<file path="src/rtl/instr_fetch.sv">
// -----------------------------------------------------------------------------
// instr_fetch
//   Sequential instruction fetch front-end with a 2-entry {instr, pc} buffer.
//   Keeps at most two instructions buffered or in flight so the buffer can
//   never overflow. Execute-stage redirects flush everything and restart
//   fetch at the word-aligned target.
//
// Ports
//   clk            : clock, all state updates on the rising edge
//   reset          : synchronous active-high reset
//   imem_req       : read request to instruction memory this cycle
//   imem_addr      : word-aligned read address (equals fetch_pc)
//   imem_rvalid    : read data valid, one cycle after each imem_req
//   imem_rdata     : instruction word returned by memory
//   redirect_valid : branch/jump redirect from execute
//   redirect_pc    : redirect target
//   instr_valid    : buffered instruction available to the decoder
//   instr          : instruction word at the buffer head
//   instr_pc       : PC of instr
//   instr_ready    : decoder accepts instr this cycle
//   fetch_pc       : address of the next request to issue
// -----------------------------------------------------------------------------
module instr_fetch #(
  parameter logic [31:0] RESET_PC = 32'h0000_0000
) (
  input  logic        clk,
  input  logic        reset,
  output logic        imem_req,
  output logic [31:0] imem_addr,
  input  logic        imem_rvalid,
  input  logic [31:0] imem_rdata,
  input  logic        redirect_valid,
  input  logic [31:0] redirect_pc,
  output logic        instr_valid,
  output logic [31:0] instr,
  output logic [31:0] instr_pc,
  input  logic        instr_ready,
  output logic [31:0] fetch_pc
);

  // Entry 0 is always the head, so instr/instr_pc come straight from flops.
  logic [31:0] e0_instr_q, e0_instr_d;
  logic [31:0] e0_pc_q,    e0_pc_d;
  logic [31:0] e1_instr_q, e1_instr_d;
  logic [31:0] e1_pc_q,    e1_pc_d;
  logic [1:0]  count_q,    count_d;
  logic        inflight_q, inflight_d;
  logic [31:0] inflight_pc_q, inflight_pc_d;
  logic [31:0] fetch_pc_q, fetch_pc_d;

  logic        pop;
  logic        push;
  logic        req;
  logic [2:0]  occupancy;

  assign pop       = (count_q != 2'd0) && instr_ready;
  // Buffered plus in-flight entries after this cycle's pop; a new request is
  // only allowed if its response is guaranteed a free slot.
  assign occupancy = {1'b0, count_q} + {2'b00, inflight_q} - {2'b00, pop};
  assign req       = !reset && !redirect_valid && (occupancy < 3'd2);
  // Responses are only accepted for a request we still consider live; a
  // redirect or reset clears inflight_q and thereby drops its response.
  assign push      = imem_rvalid && inflight_q;

  always_comb begin
    e0_instr_d    = e0_instr_q;
    e0_pc_d       = e0_pc_q;
    e1_instr_d    = e1_instr_q;
    e1_pc_d       = e1_pc_q;
    count_d       = count_q;
    inflight_d    = inflight_q;
    inflight_pc_d = inflight_pc_q;
    fetch_pc_d    = fetch_pc_q;

    if (redirect_valid) begin
      count_d    = 2'd0;
      inflight_d = 1'b0;
      fetch_pc_d = {redirect_pc[31:2], 2'b00};
    end else begin
      inflight_d    = req;
      inflight_pc_d = fetch_pc_q;
      if (req) begin
        fetch_pc_d = fetch_pc_q + 32'd4;
      end

      unique case ({pop, push})
        2'b10: begin
          e0_instr_d = e1_instr_q;
          e0_pc_d    = e1_pc_q;
          count_d    = count_q - 2'd1;
        end
        2'b01: begin
          if (count_q == 2'd0) begin
            e0_instr_d = imem_rdata;
            e0_pc_d    = inflight_pc_q;
          end else begin
            e1_instr_d = imem_rdata;
            e1_pc_d    = inflight_pc_q;
          end
          count_d = count_q + 2'd1;
        end
        2'b11: begin
          if (count_q == 2'd1) begin
            e0_instr_d = imem_rdata;
            e0_pc_d    = inflight_pc_q;
          end else begin
            e0_instr_d = e1_instr_q;
            e0_pc_d    = e1_pc_q;
            e1_instr_d = imem_rdata;
            e1_pc_d    = inflight_pc_q;
          end
        end
        default: ;
      endcase
    end
  end

  always_ff @(posedge clk) begin
    if (reset) begin
      e0_instr_q    <= 32'd0;
      e0_pc_q       <= 32'd0;
      e1_instr_q    <= 32'd0;
      e1_pc_q       <= 32'd0;
      count_q       <= 2'd0;
      inflight_q    <= 1'b0;
      inflight_pc_q <= 32'd0;
      fetch_pc_q    <= RESET_PC;
    end else begin
      e0_instr_q    <= e0_instr_d;
      e0_pc_q       <= e0_pc_d;
      e1_instr_q    <= e1_instr_d;
      e1_pc_q       <= e1_pc_d;
      count_q       <= count_d;
      inflight_q    <= inflight_d;
      inflight_pc_q <= inflight_pc_d;
      fetch_pc_q    <= fetch_pc_d;
    end
  end

  assign imem_req    = req;
  assign imem_addr   = fetch_pc_q;
  assign fetch_pc    = fetch_pc_q;
  assign instr_valid = (count_q != 2'd0);
  assign instr       = e0_instr_q;
  assign instr_pc    = e0_pc_q;

endmodule

</file>
<file path="config.mk">
export PLATFORM = sky130hd
export DESIGN_NAME = instr_fetch
export DESIGN_NICKNAME = d
export VERILOG_FILES = /design/src/rtl/instr_fetch.sv
export SDC_FILE = /design/constraint.sdc
export NUM_CORES = 1
export LEC_CHECK = 0
export CORE_UTILIZATION = 35
export CTS_CLUSTER_DIAMETER = 100
export DETAILED_ROUTE_END_ITERATION = 6
export HOLD_SLACK_MARGIN = 0.1
export PLACE_DENSITY = 0.59
export SLEW_MARGIN = 10
export SYNTH_ARGS = -nofsm -noshare
export SYNTH_HDL_FRONTEND = slang
export SYNTH_SLANG_ARGS = --single-unit
export TNS_END_PERCENT = 20
</file>
<file path="constraint.sdc">
create_clock -name clk -period 3.8 [get_ports clk]
set_clock_uncertainty 0.05 [all_clocks]
set_input_delay 0.57 -clock clk [delete_from_list [all_inputs] [get_ports clk]]
set_output_delay 0.57 -clock clk [all_outputs]
set_load 0.03 [all_outputs]
</file>
==> results.cfg <==
[worst_setup_path]
critical_path.cell_chain = inv_1 -> ha_1 -> inv_1 -> nand2_2 -> nor2_2 -> o21ai_0 -> fa_1 -> xnor2_1 -> buf_4 -> nand3_2 -> inv_1 -> buf_4
start_kind = register
timing.critical_path.mode_cell = inv_1
criticalPathCategory = register to primary output
cpMaxStageDelayCell = dfxtp_1
cp.required_ns = 3.18
setup.worst_path.end_class = primary output
r2r_setup_slack_ns = 0.37
critPathMaxFanout = 9
worstPathArrival_ns = 2.92
worst_path_largest_cell_delay_ns = 0.42

[global_route]
antenna_found_initial = 0
grt.overflow.total = 0
grt_pass1_vias = 6516
grt_util_all_layers_pct = 19.28
gr-max-usage-layer = met2
grtUsageMet3_pct = 3.777
met1_usage_pct = 25.96
grt_max_degree = 160
grt_util_met2_pct = 31.28
grt_pass1_wl_um = 36310

[die]
core_um2 = 22640
die_w_um = 154.0
pin_count = 199
start_util_pct = 35.71
die_area_um2 = 23710
rows = 55
die_h_um = 154.0

[pwr]
swShare_pct = 30.62
p_comb_share_pct = 15.2
power_leakage_uw = 0.003461
clkPwrFrac_pct = 39.8
power.ir.vdd_worst_mv = 0.2790
power.internal_uw = 3259
p_total_uw = 4698
pwr-share-seq_pct = 45.1
cellPowerDensity_nw_per_um2 = 442.1
p_sw_uw = 1438

[clock_tree]
cts.sinks = 187
cts-buffers-inserted = 17
clock_path_buffers = 2
cts_tree = yes
path_clk_slew_ns = 0.08
ctsHtreeMaxLevel = 4
cts-root-buf = clkbuf_16
hold_buffers = 0
insertion_delay_ns = 0.44

[routing]
wire_per_inst_um = 16.43
drt-initial-drc-count = 416
drt-total-wl_um = 22580
ant_nets = 0
num_vias = 7090
drc = 0
viasPerCell = 5.160
firstDrtPassIters = 5

[synth]
syn-cell-area_um2 = 8084
yosysUniqueCellTypes = 47
ys_seq_elements = 187
ys_seq_area_share_pct = 46.31
ys_async_sr_fraction_pct = 0
synthCells = 961
yosysWarnings = 0
avgSynthCellArea_um2 = 8.412
synth-edff-count = 0
synth-main-ff-cell = dfxtp_1

[layout]
final_cell_mix = 187 x dfxtp_1, 187 x clkdlybuf4s50_1, 165 x nand2_1
layout-drive-gt1-share_pct = 6.428
n_antenna_cell = 0
synthToLayoutAreaGrowth_pct = 31.45
layoutNonFillerInstCount = 1374
nNetsFinal = 1151

[run]
cap_violations = 0

[placement]
port_buffers = 190
dp_hpwl_um = 14440
dpl.cell_count = 1342
gp_congestion = 0.8332

[sta]
min_period_ns = 3.543
rsz0062_at_grt = false
worst_hold_slack_ns = 0.4049
finalSetupTns_ns = 0
fmax_mhz = 282.3
hold_viol = 0
period_share_pct = 93.23
slew_headroom_pct = 52.89
setup_viol = 0
worst_pin_slew_ns = 0.7066
drv_slew = 0

[min_path]
hp-class = register to register

[outcome]
status = completed
stage by stage:
step | area, µm² | setup slack [ns] | utilization [%]
global route | 10630 | 0.02773 | 46.94
global placement | 9977 | 0.1361 | 44.07
finish | 10630 | 0.2573 | 46.94
CTS | 10620 | 0.01873 | 46.89
floorplan | 8103 | 0.2147 | -
detailed placement | 9977 | 0.1211 | 44.07
synth_stat cells, drive strengths merged (4+ instances only):
cell    number  share of area (%)
dfxtp      187                 46
nand2      166                7.7
nor2        95                4.4
a21oi       91                5.6
a211oi      63                5.9
a22oi       63                5.9
clkbuf      62                3.0
buf         49                4.2
mux2i       26                3.2
nand3       14               0.93
nand2b      13                1.0
inv         12               0.56
nor3        12               0.74
mux2        11                1.5
nand4       11               0.85
nor4        10               0.77
xnor2       10                1.1
o21ai        7               0.43
and3         6               0.46
and2         5               0.39
ha           5               0.77
nor2b        5               0.39
o21a         5               0.46
a31oi        4               0.31
o31ai        4               0.37
or3          4               0.31
metal layers:
metal | wire length [µm] | vias to the layer above
met2 | 10930 | 165
met1 | 10330 | 3319
met5 | 0 | -
met3 | 1017 | 15
met4 | 300 | 0
li1 | - | 3591
what timing repair did:
action | CTS | global route
buffers inserted | 0 | 0
setup endpoints to repair | 0 | 2
endpoints found under the hold margin | 0 | 0
resized for setup | 0 | 3
power groups by stage:
stage / clock network (µW) / registers (µW) / logic, µW
after global routing: 2020 / 2130 / 763
after CTS: 1920 / 2120 / 717
after floorplan: 0 / 2260 / 323
final: 1870 / 2120 / 712
after global placement: 0 / 2160 / 710
after detailed placement: 0 / 2160 / 714
cell families (layout without fill, tap and decap cells):
logic type	count (synthesis)	after routing	share of synthesized area, %
flip-flops	187	187	46.31
buffers and inverters	123	246	7.769
XOR/XNOR	12	12	1.300
adder cells (fa/ha/maj)	6	6	1.022
multiplexers	37	37	4.752
AO/OA/AOI/OAI	245	245	19.84
other	1	6	0.04639
AND/OR/NAND/NOR	350	350	18.96
registers in the layout, summed over array words and instances (netlist names):
signal         cells
count_q            2
inflight_q         1
e1_pc_q           30
instr_pc          30
instr             32
fetch_pc          30
e1_instr_q        32
inflight_pc_q     30
area by class of cell:
cell class	count	area, µm²
Clock inverter	15	214.0
Inverter	12	45.04
Sequential cell	187	3744
Multi-Input combinational cell	656	3779
Fill cell	2178	12010
Clock buffer	17	425.4
Tap cell	285	356.6
Timing Repair Buffer	202	2063
worst paths after layout:
kind / startpoint / to / cells past startpoint
setup reg to reg: count_q[1]$_SDFFE_PN0P_ / fetch_pc[21]$_SDFFE_PP0P_ / 12
setup / recovery: count_q[1]$_SDFFE_PN0P_ / imem_req / 12
hold / removal: e1_pc_q[30]$_SDFFE_PP0P_ / e1_pc_q[30]$_SDFFE_PP0P_ / 2
hold reg to reg: e1_pc_q[30]$_SDFFE_PP0P_ / e1_pc_q[30]$_SDFFE_PP0P_ / 2
worst max-delay path, delay by kind of cell (launching register included):
kind,cells,cell delay (ns)
DFF,1,0.42
adders and majority gates,2,0.61
and+or+nand+nor,3,0.44
buffers and inverters,5,0.70
AOI/OAI and AO/OA,1,0.12
xor gates and xnor gates,1,0.19
(Power assumes the default switching activity.)
